$ cat src/rtl/sdram_pkg.sv
// sdram_pkg: shared definitions for the DE10-Lite SDRAM controller.
//   - SDRAM command encodings as {cs_n, ras_n, cas_n, we_n}
//   - A10_ALL: address word selecting all banks for PRECHARGE
//   - ref_state_t: refresh scheduler FSM state type
//   - max_int: elaboration-time helper for sizing counters
package sdram_pkg;

  localparam logic [3:0]  CMD_NOP       = 4'b0111;
  localparam logic [3:0]  CMD_PRECHARGE = 4'b0010;
  localparam logic [3:0]  CMD_REFRESH   = 4'b0001;

  localparam logic [12:0] A10_ALL = 13'h0400;

  typedef enum logic [2:0] {
    ST_IDLE     = 3'd0,
    ST_PALL     = 3'd1,
    ST_PALL_NOP = 3'd2,
    ST_REF      = 3'd3,
    ST_REF_NOP  = 3'd4
  } ref_state_t;

  function automatic int max_int(input int a, input int b);
    return (a > b) ? a : b;
  endfunction

endpackage

$ cat src/rtl/sync_parallel_counter.sv
// sync_parallel_counter: synchronous up-counter with parallel output.
//   clock  : rising-edge clock
//   clear  : synchronous clear to zero (dominates enable)
//   enable : count up by one when high
//   count  : current value (wraps at 2**WIDTH)
module sync_parallel_counter #(
  parameter int WIDTH = 4
) (
  input  logic             clock,
  input  logic             clear,
  input  logic             enable,
  output logic [WIDTH-1:0] count
);

  always_ff @(posedge clock) begin
    if (clear) begin
      count <= '0;
    end else if (enable) begin
      count <= count + WIDTH'(1);
    end
  end

endmodule

$ cat src/rtl/sdram_refresh_scheduler.sv
// sdram_refresh_scheduler: autonomous SDRAM refresh engine.
// A free-running interval timer accrues refresh debt (capped at
// MAX_POSTPONE). While debt is owed the engine requests the command bus;
// once granted it issues an optional PRECHARGE ALL and then up to REF_BURST
// AUTO REFRESH commands, honouring tRP and tRC with NOPs.
//
// Handshake: ref_req is the request, ref_grant the answer. A service
// starts on a rising edge where the FSM is IDLE and both are high; from
// the next cycle ref_busy holds the command bus until the cycle after the
// ref_done pulse. ref_grant is ignored in every other state, so dropping it
// mid-service does not abort the service.
//
// Ports:
//   clock, reset_n      : clock, synchronous active-low reset
//   ref_grant           : bus grant from the main controller
//   ref_req/ref_urgent  : debt > 0 / debt at ceiling
//   ref_busy/ref_done   : engine owns the bus / end-of-service pulse
//   ref_overrun         : sticky, a tick was lost at the ceiling
//   ref_debt            : current debt
//   dram_*              : command, bank and address pins
//   debug_state         : current FSM state
module sdram_refresh_scheduler
  import sdram_pkg::*;
#(
  parameter int REF_INTERVAL = 1560,
  parameter int REF_BURST    = 1,
  parameter int MAX_POSTPONE = 8,
  parameter int T_RP         = 2,
  parameter int T_RC         = 9,
  parameter bit SKIP_PALL    = 1'b0
) (
  input  logic                              clock,
  input  logic                              reset_n,
  input  logic                              ref_grant,
  output logic                              ref_req,
  output logic                              ref_urgent,
  output logic                              ref_busy,
  output logic                              ref_done,
  output logic                              ref_overrun,
  output logic [$clog2(MAX_POSTPONE+1)-1:0] ref_debt,
  output logic [12:0]                       dram_addr,
  output logic [1:0]                        dram_ba,
  output logic                              dram_cs_n,
  output logic                              dram_ras_n,
  output logic                              dram_cas_n,
  output logic                              dram_we_n,
  output ref_state_t                        debug_state
);

  localparam int DEBT_W = $clog2(MAX_POSTPONE + 1);
  localparam int TW     = $clog2(REF_INTERVAL);
  localparam int NW     = $clog2(REF_BURST + 1);
  localparam int CW     = $clog2(max_int(T_RP, T_RC)) + 1;

  localparam logic [TW-1:0]     TIMER_RELOAD = TW'(REF_INTERVAL - 1);
  localparam logic [DEBT_W-1:0] DEBT_MAX     = DEBT_W'(MAX_POSTPONE);
  // Last counter value of each NOP gap (the gap is T_x - 1 cycles long).
  localparam logic [CW-1:0]     RP_LAST      = CW'((T_RP >= 2) ? (T_RP - 2) : 0);
  localparam logic [CW-1:0]     RC_LAST      = CW'(T_RC - 2);

  if (REF_INTERVAL < 2) begin : g_bad_interval
    $error("REF_INTERVAL must be at least 2");
  end
  if (REF_BURST < 1) begin : g_bad_burst
    $error("REF_BURST must be at least 1");
  end
  if (MAX_POSTPONE < REF_BURST) begin : g_bad_postpone
    $error("MAX_POSTPONE must be at least REF_BURST");
  end
  if (T_RP < 1) begin : g_bad_trp
    $error("T_RP must be at least 1");
  end
  if (T_RC < 2) begin : g_bad_trc
    $error("T_RC must be at least 2");
  end

  ref_state_t        state;
  logic [TW-1:0]     timer;
  logic              tick;
  logic [DEBT_W-1:0] debt;
  logic              overrun;
  logic [NW-1:0]     burst_left;
  logic [NW-1:0]     burst_take;
  logic [CW-1:0]     nop_count;
  logic              refresh_now;
  logic              nop_last;
  logic [3:0]        cmd;

  // ---------------- interval timer: never pauses ----------------
  assign tick = (timer == '0);

  always_ff @(posedge clock) begin
    if (!reset_n || tick) begin
      timer <= TIMER_RELOAD;
    end else begin
      timer <= timer - TW'(1);
    end
  end

  // ---------------- refresh debt ----------------
  assign refresh_now = (state == ST_REF);

  always_ff @(posedge clock) begin
    if (!reset_n) begin
      debt    <= '0;
      overrun <= 1'b0;
    end else if (tick && !refresh_now) begin
      if (debt == DEBT_MAX) begin
        overrun <= 1'b1;
      end else begin
        debt <= debt + DEBT_W'(1);
      end
    end else if (!tick && refresh_now) begin
      debt <= debt - DEBT_W'(1);
    end
    // tick together with REFRESH cancels out: debt unchanged
  end

  // Burst size for this grant; debt accrued later waits for the next grant.
  always_comb begin
    burst_take = NW'(REF_BURST);
    if (int'(debt) < REF_BURST) begin
      burst_take = NW'(debt);
    end
  end

  // ---------------- NOP gap counter ----------------
  sync_parallel_counter #(
    .WIDTH (CW)
  ) u_nop_counter (
    .clock  (clock),
    .clear  (!reset_n || state == ST_PALL || state == ST_REF),
    .enable (state == ST_PALL_NOP || state == ST_REF_NOP),
    .count  (nop_count)
  );

  assign nop_last = (nop_count == RC_LAST);

  // ---------------- service FSM ----------------
  always_ff @(posedge clock) begin
    if (!reset_n) begin
      state      <= ST_IDLE;
      burst_left <= '0;
    end else begin
      case (state)
        ST_IDLE: begin
          if (ref_grant && ref_req) begin
            burst_left <= burst_take;
            state      <= SKIP_PALL ? ST_REF : ST_PALL;
          end
        end
        ST_PALL: begin
          // With T_RP == 1 there is no NOP gap after PRECHARGE.
          state <= (T_RP > 1) ? ST_PALL_NOP : ST_REF;
        end
        ST_PALL_NOP: begin
          if (nop_count == RP_LAST) begin
            state <= ST_REF;
          end
        end
        ST_REF: begin
          burst_left <= burst_left - NW'(1);
          state      <= ST_REF_NOP;
        end
        ST_REF_NOP: begin
          if (nop_last) begin
            state <= (burst_left != '0) ? ST_REF : ST_IDLE;
          end
        end
        default: state <= ST_IDLE;
      endcase
    end
  end

  // ---------------- Moore outputs ----------------
  always_comb begin
    cmd = CMD_NOP;
    case (state)
      ST_PALL: cmd = CMD_PRECHARGE;
      ST_REF:  cmd = CMD_REFRESH;
      default: cmd = CMD_NOP;
    endcase
  end

  assign {dram_cs_n, dram_ras_n, dram_cas_n, dram_we_n} = cmd;
  assign dram_addr   = A10_ALL;
  assign dram_ba     = 2'b00;
  assign ref_busy    = (state != ST_IDLE);
  assign ref_done    = (state == ST_REF_NOP) && nop_last && (burst_left == '0);
  assign ref_req     = (debt != '0);
  assign ref_urgent  = (debt == DEBT_MAX);
  assign ref_overrun = overrun;
  assign ref_debt    = debt;
  assign debug_state = state;

endmodule

$ cat config.mk
export PLATFORM = sky130hd
export DESIGN_NAME = sdram_refresh_scheduler
export DESIGN_NICKNAME = d
export VERILOG_FILES = /design/src/rtl/sdram_pkg.sv /design/src/rtl/sync_parallel_counter.sv /design/src/rtl/sdram_refresh_scheduler.sv
export SDC_FILE = /design/constraint.sdc
export NUM_CORES = 1
export LEC_CHECK = 0
export BUFFER_PORTS_ARGS = -buffer_cell sky130_fd_sc_hd__clkbuf_2
export CAP_MARGIN = 0
export CORE_MARGIN = 2
export CORE_UTILIZATION = 24
export DETAILED_ROUTE_END_ITERATION = 10
export GPL_TIMING_DRIVEN = 1
export HOLD_SLACK_MARGIN = 0.08
export PLACE_DENSITY = 0.46
export SLEW_MARGIN = 20
export SYNTH_ARGS = -nofsm -noshare
export SYNTH_HDL_FRONTEND = slang
export SYNTH_SLANG_ARGS = --single-unit
$ cat constraint.sdc
create_clock -name clock -period 3 [get_ports clock]
set_input_delay 0.3 -clock clock [delete_from_list [all_inputs] [get_ports clock]]
set_output_delay 0.3 -clock clock [all_outputs]
set_load 0.05 [all_outputs]
==> results.py, run 1 <==
metrics = {
    "synth": {
        "synth_edf_count": 0,
        "ys_seq_elements": 25,
        "synth_warnings": 0,
        "avgSynthCellArea_um2": 8.45,
        "synth_compound_gate_area_share": 0.0745,
        "synth_top_family_by_area": "simple AND/OR/NAND/NOR gates",
        "seq_area_frac_synth": 0.338,
        "synth.cell_area_um2": 1480,
        "synth-simple-area-share": 0.280,
        "synth_xor_xnor_area_share": 0.0770,
        "syn_inst": 175,
        "synthAdderAreaFrac": 0.0592,
        "async_reset_ff_frac": 0,
        "synth.distinct_cells": 41,
        "synth_flop_cell": "dfxtp_1",
        "synth_mux_area_frac": 0.0406,
    },
    "timing": {
        "finalClockSkew_ns": 0.00314,
        "setup-violations-final": 0,
        "relSlewSlack": 0.591,
        "slew_viol_final": 0,
        "hold_violations": 0,
        "worstMarginPinSlew_ns": 0.606,
        "rsz0062_at_grt": "false",
        "fin_crit_ns": 2.35,
        "setup_tns_ns": 0,
        "fmax_mhz": 426,
        "period_share": 0.783,
    },
    "worst_setup_path": {
        "worstPathMaxFanout": 4,
        "rrSetupSlack_ns": 1.18,
        "crit_type": "flop to primary output",
        "r2r_start": "debug_state[0]$_SDFFE_PN0P_",
        "crit_path_start_kind": "flop",
        "worstPathRequired_ns": 2.70,
        "worstPathArrival_ns": 2.05,
        "r2r_cells": 5,
        "r2r-end": "ref_debt[3]$_SDFFE_PN0P_",
        "endpoint_kind": "primary output",
    },
    "worst_hold_path": {
        "min_to": "timer[0]$_SDFF_PP1_",
        "min_from": "timer[0]$_SDFF_PP1_",
        "min_path_cells": 1,
        "hp-class": "flop to flop",
    },
    "routing": {
        "finalWirelength_um": 2630,
        "ant_nets": 0,
        "wl_per_cell_um": 9.97,
        "via_per_inst": 4.21,
        "vias": 1111,
        "drc": 0,
        "drtIter0Drc": 38,
        "drt_pass1_iterations": 4,
    },
    "die": {
        "rows": 28,
        "die-area_um2": 6810,
        "core_um2": 5960,
        "ios": 34,
        "die_h_um": 82.5,
        "dieWidth_um": 82.5,
        "start_util": 0.248,
    },
    "clock_tree": {
        "numCtsBuffers": 3,
        "clock-sinks": 25,
        "cts-htree-levels": 1,
        "postCtsHoldBufs": 0,
        "cts_resized": 0,
        "cts_buffer_depth": 2,
        "postCtsSetupBuffers": 0,
        "cts_tree": "done",
        "path_clk_slew_ns": 0.09,
        "clkLatencyLatePin_ns": 0.26,
        "root_buffer": "clkbuf_8",
    },
    "layout": {
        "mostFrequentLayoutCells": "25 x dfxtp_1, 23 x nand2_1, 17 x clkbuf_2, 16 x conb_1, 15 x nor2_1",
        "fin_nets": 200,
        "fin_area_um2": 1610,
        "syn_to_final_growth_pct": 9.05,
        "n_antenna_cell": 0,
        "multi_input_area_um2": 846,
        "final_cells": 264,
        "final_common_cell": "dfxtp_1",
        "drive_gt1_frac": 0.159,
        "nFillCells": 649,
        "regArea_um2": 500,
    },
    "placement": {
        "placed_area_um2": 1570,
        "gp_congestion": 0.760,
        "io_buffers": 17,
        "dpl.hpwl_um": 1960,
        "placed_cells": 260,
    },
    "global_route": {
        "grt_overflow_total": 0,
        "grt_pass1_wl_um": 4440,
        "antenna_found_initial": 0,
        "grt_max_degree": 16,
        "grt_pass1_vias": 978,
        "grt_use_total": 0.0820,
    },
    "power_and_ir_drop": {
        "powerDensity_nw_per_um2": 373,
        "leakage_nw": 0.664,
        "ir_drop_mv": 0.118,
    },
    "outcome": {
        "status": "complete, no violations",
    },
    "run": {
        "cap_violations": 0,
    },
}
## per-stage QoR
| stage | hold WS (ns) | setup slack (ns) | utilization | total power [W] |
|---|---|---|---|---|
| 2_1_floorplan | 0.391 | 0.152 | - | 0.000420 |
| 3_3_place_gp | 0.421 | 0.980 | 0.263 | 0.000410 |
| 3_5_place_dp | 0.423 | 0.970 | 0.263 | 0.000410 |
| 4_1_cts | 0.448 | 0.639 | 0.271 | 0.000613 |
| 5_1_grt | 0.465 | 0.443 | 0.271 | 0.000627 |
| 6_report | 0.442 | 0.652 | 0.271 | 0.000602 |
## worst max-delay path by stage
stage	depth (start not counted)	end	from	slack, ns
after floorplan	4	ref_done	u_nop_counter.count[0]$_SDFFE_PP0P_	0.15
after global placement	5	ref_done	u_nop_counter.count[0]$_SDFFE_PP0P_	0.98
after detailed placement	5	ref_done	u_nop_counter.count[0]$_SDFFE_PP0P_	0.97
after CTS	5	ref_done	u_nop_counter.count[0]$_SDFFE_PP0P_	0.64
after global routing	5	ref_done	u_nop_counter.count[0]$_SDFFE_PP0P_	0.44
final	5	ref_done	u_nop_counter.count[0]$_SDFFE_PP0P_	0.65
## per-layer routing
metal / up-vias / share of wire / global-route usage
met5: - / 0 / 0
met4: 0 / 0 / 0.0295
met3: 0 / 0.046 / 0.00978
met2: 30 / 0.47 / 0.132
met1: 500 / 0.48 / 0.112
li1: 581 / - / -
## cells in the mapped netlist, types with 2 or more instances
master / instances / area, µm²
nor2_1: 15 / 56.3
dfxtp_1: 25 / 500
o21ai_0: 4 / 20.0
nand2b_1: 4 / 25.0
buf_4: 17 / 128
clkbuf_1: 3 / 11.3
ha_1: 7 / 87.6
mux2i_1: 6 / 60.1
inv_1: 10 / 37.5
conb_1: 2 / 7.51
nand4_1: 3 / 18.8
nor4b_1: 2 / 17.5
nand2_1: 23 / 86.3
o21a_1: 3 / 22.5
nor3_1: 5 / 25.0
xnor2_1: 7 / 61.3
xor2_1: 6 / 52.6
nand3_1: 7 / 35.0
or4_1: 2 / 15.0
a31oi_1: 2 / 12.5
a21oi_1: 2 / 10.0
## final cells by class
class                   count  area share
clock inverters             1     0.00310
repair buffers             17      0.0528
flip-flops and latches     25       0.310
well taps                  75      0.0582
multi-input cells         132       0.524
clock buffers               3      0.0256
inverters                  11      0.0256
## critical path: stages, from the launching register on
cell and delay, ns:
dfxtp_1 0.40, ha_1 0.20, nor4bb_1 0.57, nand2_1 0.11
nor4_1 0.17, clkbuf_2 0.32
## power breakdown
group          switching [W]  internal (W)
clock network       0.000107     0.0000928
registers         0.00000470      0.000335
logic              0.0000554    0.00000648
## logic make-up (layout without fill, tap and decap cells)
family,count (synthesis),in the layout
multiplexers,6,6
buffers and inverters,32,32
AND/OR/NAND/NOR,74,74
XOR/XNOR,13,13
other,2,16
adder cells (fa/ha/maj),7,7
flip-flops,25,25
AO/OA/AOI/OAI,16,16
## state kept, by name, indices dropped and copies added, names as in the netlist
register,flops
u_nop_counter.count,5
ref_debt,4
timer,11
burst_left,1
ref_overrun,1
debug_state,3
(Power assumes the default switching activity.)
==> inputs of run 2 (changes only) <==
Settings changed: PLACE_DENSITY 0.46 to 0.47.
Clock period 3 ns to 2.1 ns, I/O delays scaled along.
==> results.py, run 2 (synthesized netlist as in run 1, its figures left out) <==
metrics = {
    "power_and_ir_drop": {
        "ir_drop_mv": 0.220,
        "power_frac_seq": 0.566,
        "leakage_nw": 0.689,
        "pwr-share-clk": 0.330,
        "p_sw_w": 0.000236,
        "swShare": 0.276,
        "powerDensity_nw_per_um2": 512,
        "pwr-share-comb": 0.104,
        "intPower_w": 0.000621,
    },
    "run": {
        "cap_violations": 0,
    },
    "timing": {
        "slew_viol_final": 0,
        "finalClockSkew_ns": 0.00170,
        "hold_violations": 0,
        "setup-violations-final": 0,
        "rsz0062_at_grt": "false",
        "fin_crit_ns": 1.92,
        "period_share": 0.916,
        "fmax_mhz": 520,
    },
    "die": {
        "core_um2": 5960,
        "die_h_um": 82.5,
        "start_util": 0.248,
        "rows": 28,
        "die-area_um2": 6810,
        "dieWidth_um": 82.5,
        "ios": 34,
    },
    "clock_tree": {
        "root_buffer": "clkbuf_8",
        "postCtsSetupBuffers": 0,
        "postCtsHoldBufs": 0,
        "clock-sinks": 25,
        "cts_buffer_depth": 2,
        "clkLatencyLatePin_ns": 0.26,
        "cts_tree": "done",
        "cts-htree-levels": 1,
        "path_clk_slew_ns": 0.09,
        "numCtsBuffers": 3,
    },
    "worst_setup_path": {
        "endpoint_kind": "primary output",
        "worstPathCellList": "inv_1, ha_1, or3b_2, clkbuf_2",
        "worstPathRequired_ns": 1.89,
        "crit_path_top_delay_cell": "or3b_2",
        "critPathBufInv": 2,
        "crit_type": "flop to primary output",
        "crit_path_start_kind": "flop",
        "worstPathMaxFanout": 6,
        "worstPathArrival_ns": 1.71,
        "max_stage_delay_ns": 0.48,
        "path_delay_family": "simple AND/OR/NAND/NOR gates",
    },
    "worst_hold_path": {
        "hp-class": "input port to flop",
    },
    "layout": {
        "fin_util": 0.281,
        "nFillCells": 641,
        "n_antenna_cell": 0,
        "mostFrequentLayoutCells": "25 x dfxtp_1, 23 x nand2_1, 16 x conb_1, 16 x clkbuf_2, 15 x nor2_1",
        "drive_gt1_frac": 0.187,
        "largest_register": "timer",
        "final_cells": 268,
        "syn_to_final_growth_pct": 13.3,
        "largest_reg_flops": 11,
        "fin_area_um2": 1680,
        "fin_nets": 204,
        "final_common_cell": "dfxtp_1",
    },
    "placement": {
        "io_buffers": 17,
        "placed_area_um2": 1610,
        "gp_congestion": 0.741,
        "placed_cells": 264,
        "dpl.hpwl_um": 2070,
    },
    "global_route": {
        "grt_overflow_total": 0,
        "antenna_found_initial": 0,
        "grt_pass1_wl_um": 4620,
        "grt_pass1_vias": 1004,
        "grt_max_degree": 16,
        "grt_use_total": 0.0875,
    },
    "outcome": {
        "status": "complete, no violations",
    },
    "routing": {
        "finalWirelength_um": 2730,
        "ant_nets": 0,
        "drt_pass1_iterations": 4,
        "via_per_inst": 4.24,
        "drc": 0,
        "vias": 1136,
        "wl_per_cell_um": 10.2,
        "drtIter0Drc": 51,
    },
}
-- run 2: changes by cell type in the layout (fill, tap and decap cells not counted), sizes merged --
cell	change
buf	+5
clkbuf	-1
-- run 2: timing repair --
item / 4_1_cts / 5_1_grt
resized for setup: 1 / 4
endpoints found under the hold margin: 0 / 0
setup endpoints to repair: 1 / 1
-- run 2: cell type report --
| cell class | count | area (µm²) | share of cell area |
|---|---|---|---|
| repair buffers | 21 | 118 | 0.0702 |
| inverters | 11 | 41.3 | 0.0246 |
| well taps | 75 | 93.8 | 0.0560 |
| clock buffers | 3 | 41.3 | 0.0246 |
| clock inverters | 1 | 5.00 | 0.00299 |
| multi-input cells | 132 | 876 | 0.523 |
| flip-flops and latches | 25 | 500 | 0.299 |
-- run 2: per-layer routing --
| layer | vias up | routed length [µm] | GRT usage |
|---|---|---|---|
| li1 | 590 | - | - |
| met1 | 520 | 1340 | 0.122 |
| met2 | 24 | 1260 | 0.135 |
| met3 | 2 | 100 | 0.0130 |
| met4 | 0 | 24 | 0.0344 |
| met5 | - | 0 | 0 |
-- run 2: per-stage QoR --
step	total power, W	hold slack (ns)	setup WS, ns	TNS, ns
after global routing	0.000902	0.396	0.0244	0
after global placement	0.000585	0.418	0.365	0
after detailed placement	0.000585	0.419	0.309	0
final	0.000857	0.365	0.176	0
after CTS	0.000872	0.357	0.0582	0
after floorplan	0.000600	0.366	-0.0476	-0.0476
-- run 2: worst paths after layout --
kind                                  from                     endpoint  slack (ns)  depth (start not counted)
setup / recovery  ref_debt[1]$_SDFFE_PN0P_                      ref_req        0.18                          4
hold reg to reg        timer[0]$_SDFF_PP1_          timer[0]$_SDFF_PP1_        0.44                          1
hold / removal                     reset_n  debug_state[1]$_SDFFE_PN0P_        0.37                          3
setup reg to reg       timer[0]$_SDFF_PP1_     ref_debt[1]$_SDFFE_PN0P_        0.35                          6
-- run 2: worst register-to-register path: cells and delay by family (launching register included) --
kind	cells	cell delay, ns
AOI/OAI and AO/OA	1	0.34
DFF	1	0.35
adders and majority gates	1	0.16
and+or+nand+nor	3	0.71
buffers and inverters	1	0.09
-- run 2: power by group through the flow --
| stage | sequential (W) | combinational [W] | clock, W |
|---|---|---|---|
| after floorplan | 0.000495 | 0.000105 | 0 |
| after global placement | 0.000496 | 0.0000886 | 0 |
| after detailed placement | 0.000496 | 0.0000893 | 0 |
| after CTS | 0.000485 | 0.0000894 | 0.000297 |
| after global routing | 0.000486 | 0.0000961 | 0.000319 |
| final | 0.000485 | 0.0000893 | 0.000283 |
==> inputs of run 3 (changes only) <==
Settings changed: CTS_BUF_LIST set to sky130_fd_sc_hd__clkbuf_16.
==> results.py, run 3 (synthesized netlist as in run 1, its figures left out) <==
metrics = {
    "outcome": {
        "status": "complete, no violations",
    },
    "layout": {
        "fin_area_um2": 1710,
        "mostFrequentLayoutCells": "25 x dfxtp_1, 23 x nand2_1, 16 x conb_1, 16 x clkbuf_2, 15 x nor2_1",
        "largest_register": "timer",
        "fin_nets": 204,
        "drive_gt1_frac": 0.187,
        "nFillCells": 638,
        "largest_reg_flops": 11,
        "n_antenna_cell": 0,
        "final_common_cell": "dfxtp_1",
        "syn_to_final_growth_pct": 15.6,
    },
    "power_and_ir_drop": {
        "total_power_w": 0.000996,
        "powerDensity_nw_per_um2": 583,
        "leakage_nw": 0.704,
        "ir_drop_mv": 0.282,
    },
    "routing": {
        "wl_per_cell_um": 10.2,
        "via_per_inst": 4.22,
        "drtIter0Drc": 50,
        "ant_nets": 0,
        "drt_pass1_iterations": 4,
        "drc": 0,
        "finalWirelength_um": 2730,
        "vias": 1130,
    },
    "placement": {
        "io_buffers": 17,
        "dpl.hpwl_um": 2070,
        "gp_congestion": 0.741,
        "placed_area_um2": 1610,
        "dp_slack_ns": 0.309,
    },
    "die": {
        "dieWidth_um": 82.5,
        "ios": 34,
        "start_util": 0.248,
        "core_um2": 5960,
        "rows": 28,
        "die-area_um2": 6810,
        "die_h_um": 82.5,
    },
    "timing": {
        "rsz0062_at_grt": "false",
        "fmax_mhz": 524,
        "setup-violations-final": 0,
        "period_share": 0.910,
        "fin_ws_ns": 0.190,
        "fin_crit_ns": 1.91,
        "setup_tns_ns": 0,
        "slew_viol_final": 0,
        "hold_violations": 0,
        "finalClockSkew_ns": 0.00238,
        "worst_hold_slack_ns": 0.386,
    },
    "clock_tree": {
        "clock-sinks": 25,
        "postCtsSetupBuffers": 0,
        "cts_tree": "done",
        "postCtsHoldBufs": 0,
        "cts_resized": 0,
        "root_buffer": "clkbuf_16",
        "path_clk_slew_ns": 0.06,
        "cts_buffer_depth": 2,
        "numCtsBuffers": 3,
        "clkLatencyLatePin_ns": 0.25,
        "cts-htree-levels": 1,
    },
    "worst_setup_path": {
        "worstPathArrival_ns": 1.70,
        "crit_path_top_delay_cell": "dfxtp_1",
        "path_delay_family": "simple AND/OR/NAND/NOR gates",
        "crit_type": "flop to primary output",
        "max_stage_delay_ns": 0.39,
        "worstPathCellList": "ha_1, nor4bb_4, nand2_1, nor4_4, clkbuf_4",
        "worstPathRequired_ns": 1.89,
        "worstPathMaxFanout": 4,
        "critPathBufInv": 1,
        "crit_path_start_kind": "flop",
        "endpoint_kind": "primary output",
    },
    "global_route": {
        "grt_pass1_vias": 1026,
        "grt_overflow_total": 0,
        "antenna_found_initial": 0,
        "grt_use_total": 0.0889,
        "grt_max_degree": 16,
        "grt_pass1_wl_um": 4680,
    },
    "worst_hold_path": {
        "hp-class": "input port to flop",
    },
    "run": {
        "cap_violations": 0,
    },
}
run 3: path summary, 6_finish.rpt:
check / start / to / slack, ns / cells after the start
worst max register to register: timer[0]$_SDFF_PP1_ / ref_debt[1]$_SDFFE_PN0P_ / 0.36 / 6
worst min-delay path: reset_n / debug_state[1]$_SDFFE_PN0P_ / 0.39 / 3
worst max-delay path: u_nop_counter.count[0]$_SDFFE_PP0P_ / ref_done / 0.19 / 5
worst min register to register: timer[0]$_SDFF_PP1_ / timer[0]$_SDFF_PP1_ / 0.43 / 1
run 3: final cells by class:
type	instances	area, µm²	area share
multi-input combinational	132	876	0.512
inverter	11	41.3	0.0242
clock inverter	1	5.00	0.00293
sequential	25	500	0.293
tap	75	93.8	0.0549
timing repair buffer	21	118	0.0688
clock buffer	3	75.1	0.0439
run 3: through the flow:
step / utilization / cells
after global placement: 0.271 / 264
final: 0.287 / 268
after global routing: 0.287 / 268
after CTS: 0.284 / 268
after floorplan: - / 189
after detailed placement: 0.271 / 264
run 3: power by group:
part           switching [W]  internal [W]
registers         0.00000619      0.000479
logic              0.0000797    0.00000939
clock network       0.000165      0.000256
run 3: tightest hold or removal path: cells and delay by family:
| family | cells | cell delay [ns] |
|---|---|---|
| buffers and inverters | 1 | 0.23 |
| AND/OR/NAND/NOR | 1 | 0.12 |
| AO/OA/AOI/OAI | 1 | 0.04 |
run 3: layer usage:
metal | global-route usage | wire length, µm | vias up
li1 | - | - | 591
met1 | 0.120 | 1350 | 513
met2 | 0.140 | 1260 | 24
met3 | 0.0163 | 100 | 2
met4 | 0.0344 | 24 | 0
met5 | 0 | 0 | -
